<file path="src/rtl/pixel_pkg.sv">
// Shared types and constants for the 24bpp pixel stream unpacker.
package pixel_pkg;

    localparam int BYTES_PER_PIX  = 3;
    localparam int BYTES_PER_WORD = 4;
    localparam int ACC_BYTES      = 8;
    localparam int PRIME_BYTES    = 6;

    typedef struct packed {
        logic [7:0] r;
        logic [7:0] g;
        logic [7:0] b;
    } rgb_t;

    typedef enum logic [1:0] {
        IDLE,
        PRIME,
        RUN
    } unpack_state_t;

endpackage

</file>
<file path="src/rtl/byte_accumulator.sv">
// Eight-byte holding register: 4-byte words are appended behind the stored
// bytes and 3-byte pixels are removed from the oldest end.
module byte_accumulator
    import pixel_pkg::*;
(
    input  logic        clock,
    input  logic        reset_n,
    input  logic        push,
    input  logic [31:0] push_data,
    input  logic        pop,
    output logic [23:0] pop_data,
    output logic [3:0]  byte_cnt
);

    localparam int ACC_W = ACC_BYTES * 8;

    // Byte i lives in acc[8*i +: 8]; byte 0 is the oldest.
    logic [ACC_W-1:0] acc;
    logic [ACC_W-1:0] acc_next;
    logic [3:0]       cnt_next;
    logic [2:0]       base;
    logic [5:0]       shamt;

    always_comb begin
        // NOTE: every variable gets a default first so no path can infer a latch.
        acc_next = acc;
        cnt_next = byte_cnt;
        base     = byte_cnt[2:0];
        if (pop) begin
            acc_next = acc >> (BYTES_PER_PIX * 8);
            cnt_next = byte_cnt - 4'(BYTES_PER_PIX);
            base     = 3'(byte_cnt - 4'(BYTES_PER_PIX));
        end
        shamt = {base, 3'b000};
        if (push) begin
            acc_next = (acc_next & ~(ACC_W'(32'hFFFF_FFFF) << shamt))
                     | (ACC_W'(push_data) << shamt);
            cnt_next = cnt_next + 4'(BYTES_PER_WORD);
        end
    end

    always_ff @(posedge clock or negedge reset_n) begin
        // NOTE: the data bytes are reset too, so a mid-frame reset leaves nothing stale behind.
        if (!reset_n) begin
            acc      <= '0;
            byte_cnt <= '0;
        end else begin
            acc      <= acc_next;
            byte_cnt <= cnt_next;
        end
    end

    assign pop_data = acc[BYTES_PER_PIX*8-1:0];

endmodule

</file>
<file path="src/rtl/pixel_stream_unpacker.sv">
// Unpacks 24bpp words (4 pixels per 3 words) into one RGB pixel per active
// cycle, with fill-colour substitution on underflow and frame-size checking.
module pixel_stream_unpacker
    import pixel_pkg::*;
#(
    parameter int          H_ACTIVE   = 640,
    parameter int          V_ACTIVE   = 480,
    parameter logic [23:0] FILL_COLOR = 24'hFF00FF,
    parameter int          UFLOW_W    = 16
) (
    input  logic               clock,
    input  logic               reset_n,
    input  logic [31:0]        s_data,
    input  logic               s_valid,
    output logic               s_ready,
    input  logic               frame_start,
    input  logic               in_frame,
    output rgb_t               rgb,
    output logic               rgb_valid,
    input  logic               status_clr,
    output logic               underflow,
    output logic [UFLOW_W-1:0] uflow_count,
    output logic               frame_error
);

    localparam int               FRAME_PIX   = H_ACTIVE * V_ACTIVE;
    localparam int               PIX_W       = $clog2(FRAME_PIX + 1);
    localparam logic [PIX_W-1:0] FRAME_PIX_V = PIX_W'(FRAME_PIX);

    unpack_state_t    state;
    unpack_state_t    state_next;
    logic [3:0]       byte_cnt;
    logic [23:0]      pix_data;
    logic             accept;
    logic             run_pix;
    logic             consume;
    logic             uflow_pix;
    logic             frame_bad;
    logic [PIX_W-1:0] pix_cnt;
    logic [PIX_W-1:0] pix_cnt_upd;

    // Ready looks only at registers so upstream never sees a valid->ready loop.
    assign s_ready   = (state != IDLE) && (byte_cnt <= 4'(BYTES_PER_WORD));
    assign accept    = s_valid && s_ready;
    assign run_pix   = (state == RUN) && in_frame;
    assign consume   = run_pix && (byte_cnt >= 4'(BYTES_PER_PIX));
    assign uflow_pix = in_frame && ((state == PRIME) || (run_pix && !consume));

    byte_accumulator u_acc (
        .clock     (clock),
        .reset_n   (reset_n),
        .push      (accept),
        .push_data (s_data),
        .pop       (consume),
        .pop_data  (pix_data),
        .byte_cnt  (byte_cnt)
    );

    always_comb begin
        state_next = state;
        case (state)
            IDLE:    if (frame_start) state_next = PRIME;
            PRIME:   if ((byte_cnt >= 4'(PRIME_BYTES)) && !frame_start) state_next = RUN;
            RUN:     state_next = RUN;
            default: state_next = IDLE;
        endcase
    end

    // The pixel of this cycle is counted before the frame-size check.
    always_comb begin
        pix_cnt_upd = pix_cnt;
        if (run_pix && (pix_cnt != '1)) pix_cnt_upd = pix_cnt + 1'b1;
        frame_bad = frame_start && (state == RUN) && (pix_cnt_upd != FRAME_PIX_V);
    end

    always_ff @(posedge clock or negedge reset_n) begin
        if (!reset_n) begin
            state     <= IDLE;
            pix_cnt   <= '0;
            rgb       <= rgb_t'(FILL_COLOR);
            rgb_valid <= 1'b0;
        end else begin
            // NOTE: sequential state uses non-blocking assignments so every register samples pre-edge values.
            state     <= state_next;
            pix_cnt   <= frame_start ? '0 : pix_cnt_upd;
            rgb       <= consume ? rgb_t'(pix_data) : rgb_t'(FILL_COLOR);
            rgb_valid <= in_frame;
        end
    end

    // Sticky status: an event in the same cycle as status_clr survives the clear.
    always_ff @(posedge clock or negedge reset_n) begin
        if (!reset_n) begin
            underflow   <= 1'b0;
            uflow_count <= '0;
            frame_error <= 1'b0;
        end else begin
            underflow   <= uflow_pix | (underflow & ~status_clr);
            frame_error <= frame_bad | (frame_error & ~status_clr);
            if (status_clr) begin
                uflow_count <= UFLOW_W'(uflow_pix);
            end else if (uflow_pix && (uflow_count != '1)) begin
                uflow_count <= uflow_count + 1'b1;
            end
        end
    end

endmodule

</file>
<file path="config.mk">
export PLATFORM = sky130hd
export DESIGN_NAME = pixel_stream_unpacker
export DESIGN_NICKNAME = d
export VERILOG_FILES = /design/src/rtl/pixel_pkg.sv /design/src/rtl/byte_accumulator.sv /design/src/rtl/pixel_stream_unpacker.sv
export SDC_FILE = /design/constraint.sdc
export NUM_CORES = 1
export LEC_CHECK = 0
export BUFFER_PORTS_ARGS = -buffer_cell sky130_fd_sc_hd__buf_2
export CAP_MARGIN = 30
export CELL_PAD_IN_SITES_DETAIL_PLACEMENT = 0
export CELL_PAD_IN_SITES_GLOBAL_PLACEMENT = 2
export CORE_MARGIN = 1
export CORE_UTILIZATION = 37
export CTS_BUF_LIST = sky130_fd_sc_hd__clkbuf_16
export DETAILED_ROUTE_END_ITERATION = 7
export MAX_ROUTING_LAYER = met4
export PLACE_DENSITY_LB_ADDON = 0.1
export SLEW_MARGIN = 20
export SYNTH_ARGS = -nofsm -noshare
export SYNTH_HDL_FRONTEND = slang
export SYNTH_SLANG_ARGS = --single-unit
</file>
<file path="constraint.sdc">
create_clock -name clock -period 3.8 [get_ports clock]
set_clock_uncertainty 0.2 [all_clocks]
set_input_delay 0.19 -clock clock [delete_from_list [all_inputs] [get_ports clock]]
set_output_delay 0.19 -clock clock [all_outputs]
set_load 0.05 [all_outputs]
</file>
==> run metrics <==
status complete, no violations; chip width 140.6 microns; first-pass iteration count of the detailed router 5; Post-DP Area 7754 sq um; final antenna-violating net count 0; Slew @ Worst Pin 860.6 ps; WL met3 718 microns; Routed WL 20920 microns; global route overflow 0; EDFF count, synth 0; HPWL after detailed placement approximately 15000 microns; CTS sink cnt 132; most area-hungry cell type in the Yosys netlist dfrtp_1; PwrDens 789.4 nW/um^2; post-synthesis cell area 7104 sq um; endpoints failing hold 0; Root Driver clkbuf_16; synthesized flop and latch total 132; fin area 8549 sq um; ant diodes 0; final setup fails 0; synthesized instance count 722; Max clock buf depth 2; Worst-Skew Late Latency 430 ps; Max Cap Viol 0; total track usage 22.88%; sequential area share after synthesis a little under half; Via-to-Cell Ratio 5.634; worst hold path type in2reg; final core occ 45.55%; Max Fanout on Critical Path 14; most frequent cell after synthesis dfrtp_1; Placer Congestion 0.9188; htree depth 4; M1 wire length 8963 microns; fin crit period 3249 ps; critical path class reg2reg; Post-synth top cells dfrtp_1, nand2_1, nor2_1; CP arrival 3350 ps; crit share post-route 85.50%; wire length on met2 10600 microns; Initial Util between 30% and 40%; Worst Setup End Kind flip-flop; vias in the first global route 6220; I/O pin total 82; share of layout cells above drive strength 1 20.22%; DR iter-0 viols 277; # hold bufs at CTS 24; Worst R2R Start u_acc.byte_cnt[0]; DRC violations left 0; setup TNS 0 ps; Synth warnings 0; Max VDD drop 0.2780 mV; Die Y 140.6 microns; launch point of the worst path u_acc.byte_cnt[0]; via count about 6.0k; unrepaired setup endpoints after global routing no; min-delay src s_data[22]; Synth cell types 64; DR top layer met4; crit path launch type flip-flop; Row Count 50; core region area between 15000 and 20000 sq um; critical path required time 3900 ps; initial antenna violation count 0; mean post-synth cell area 9.840 sq um; PostCTS Resize Cnt 0; final slew viol count 0; final net count 870; first-pass GRT wire length 33720 microns; Syn Nets 769; Synth-to-Final Area Change 20.34%; CTS tree built; asr flop ratio synth 100.0%; Fmax 307.8 MHz; Die ar. just under 20000 sq um; Final Power slightly below 7 mW; Slew headroom between 40 and 50%; post-synth top area share 40.86%; largest net degree at the start of global routing 89; FILL cells approximately 1.8k; DR WL/cell between 15 and 20 microns; Leak 3.950 nW; Port-buffer cells 81; Main synth FF type dfrtp_1; CTS clk-pin slew, worst paths 70 ps; CTS Buf Count 17; Post-CTS Setup Inserts 0; synth top area cells dfrtp_1, mux2i_1, dfstp_2, nand2_1, nor2_1
per-layer routing:
layer	vias up	track usage, %
li1	2826	-
met1	2992	26.87
met2	166	38.66
met3	44	4.205
met4	0	9.325
met5	-	-
kinds of logic after synthesis:
kind of cell	after synthesis	synth area share, %
adder cells (fa/ha/maj)	9	1.585
XOR/XNOR	31	4.086
AND/OR/NAND/NOR	272	18.18
buffers and inverters	58	3.804
multiplexers	78	11.41
AO/OA/AOI/OAI	142	14.16
flip-flops	132	46.78
state kept, by name (all words and copies together) (netlist names):
register and flops:
u_acc.byte_cnt 4, pix_cnt 19, uflow_count 16, frame_error 1, rgb 24, rgb_valid 1
u_acc.acc 64, underflow 1, state 2
cell usage in the layout (no fill, tap or decap), types with 20 or more instances in the layout:
cell           count
a31oi_1           22
buf_2             80
dfrtp_1          116
dlygate4sd3_1     24
inv_1             20
mux2i_1           63
nand2_1           82
nand3_1           27
nor2_1            72
nor3_1            22
o22ai_1           29
xnor2_1           22
cell type report:
| type | instances | area, sq um | share of cell area (%) |
|---|---|---|---|
| clock inverters | 15 | 130.1 | 1.522 |
| repair buffers | 121 | 772.0 | 9.030 |
| flip-flops and latches | 132 | 3323 | 38.87 |
| inverters | 19 | 71.32 | 0.8342 |
| clock buffers | 17 | 425.4 | 4.976 |
| multi-input cells | 532 | 3535 | 41.34 |
| well taps | 234 | 292.8 | 3.425 |
worst max-delay path, stage by stage (launching register included):
cell	delay, ps
dfrtp_1	380
ha_1	270
o311a_2	540
mux2i_4	480
inv_1	280
nand2_1	340
nor2_1	230
a221o_1	400
metrics by stage:
stage | setup slack, ps | hold WS (ps) | instances
floorplan | 791.9 | -305.6 | 722
global placement | 695.4 | 103.5 | 1014
global route | 360.3 | 25.22 | 1070
CTS | 570.0 | 5.260 | 1070
finish | 551.0 | 27.58 | 1070
detailed placement | 581.0 | 123.5 | 1014
power breakdown:
| group | switching [mW] | internal [mW] | total, mW |
|---|---|---|---|
| clock | 0.682 | 0.904 | 1.59 |
| combinational | 1.90 | 1.13 | 3.03 |
| sequential | 0.259 | 1.88 | 2.14 |
| total | 2.84 | 3.91 | 6.75 |
final timing paths:
path / to / depth (start not counted) / slack [ps]
worst max-delay path: u_acc.acc[52] / 7 / 550
min in group asynchronous: uflow_count[8] / 2 / 190
worst min-delay path: u_acc.acc[38] / 4 / 30
worst min register to register: rgb[18] / 1 / 270
worst max register to register: u_acc.acc[52] / 7 / 550
max in group asynchronous: rgb[22] / 3 / 2220
Power figures use the tool's default switching activity.
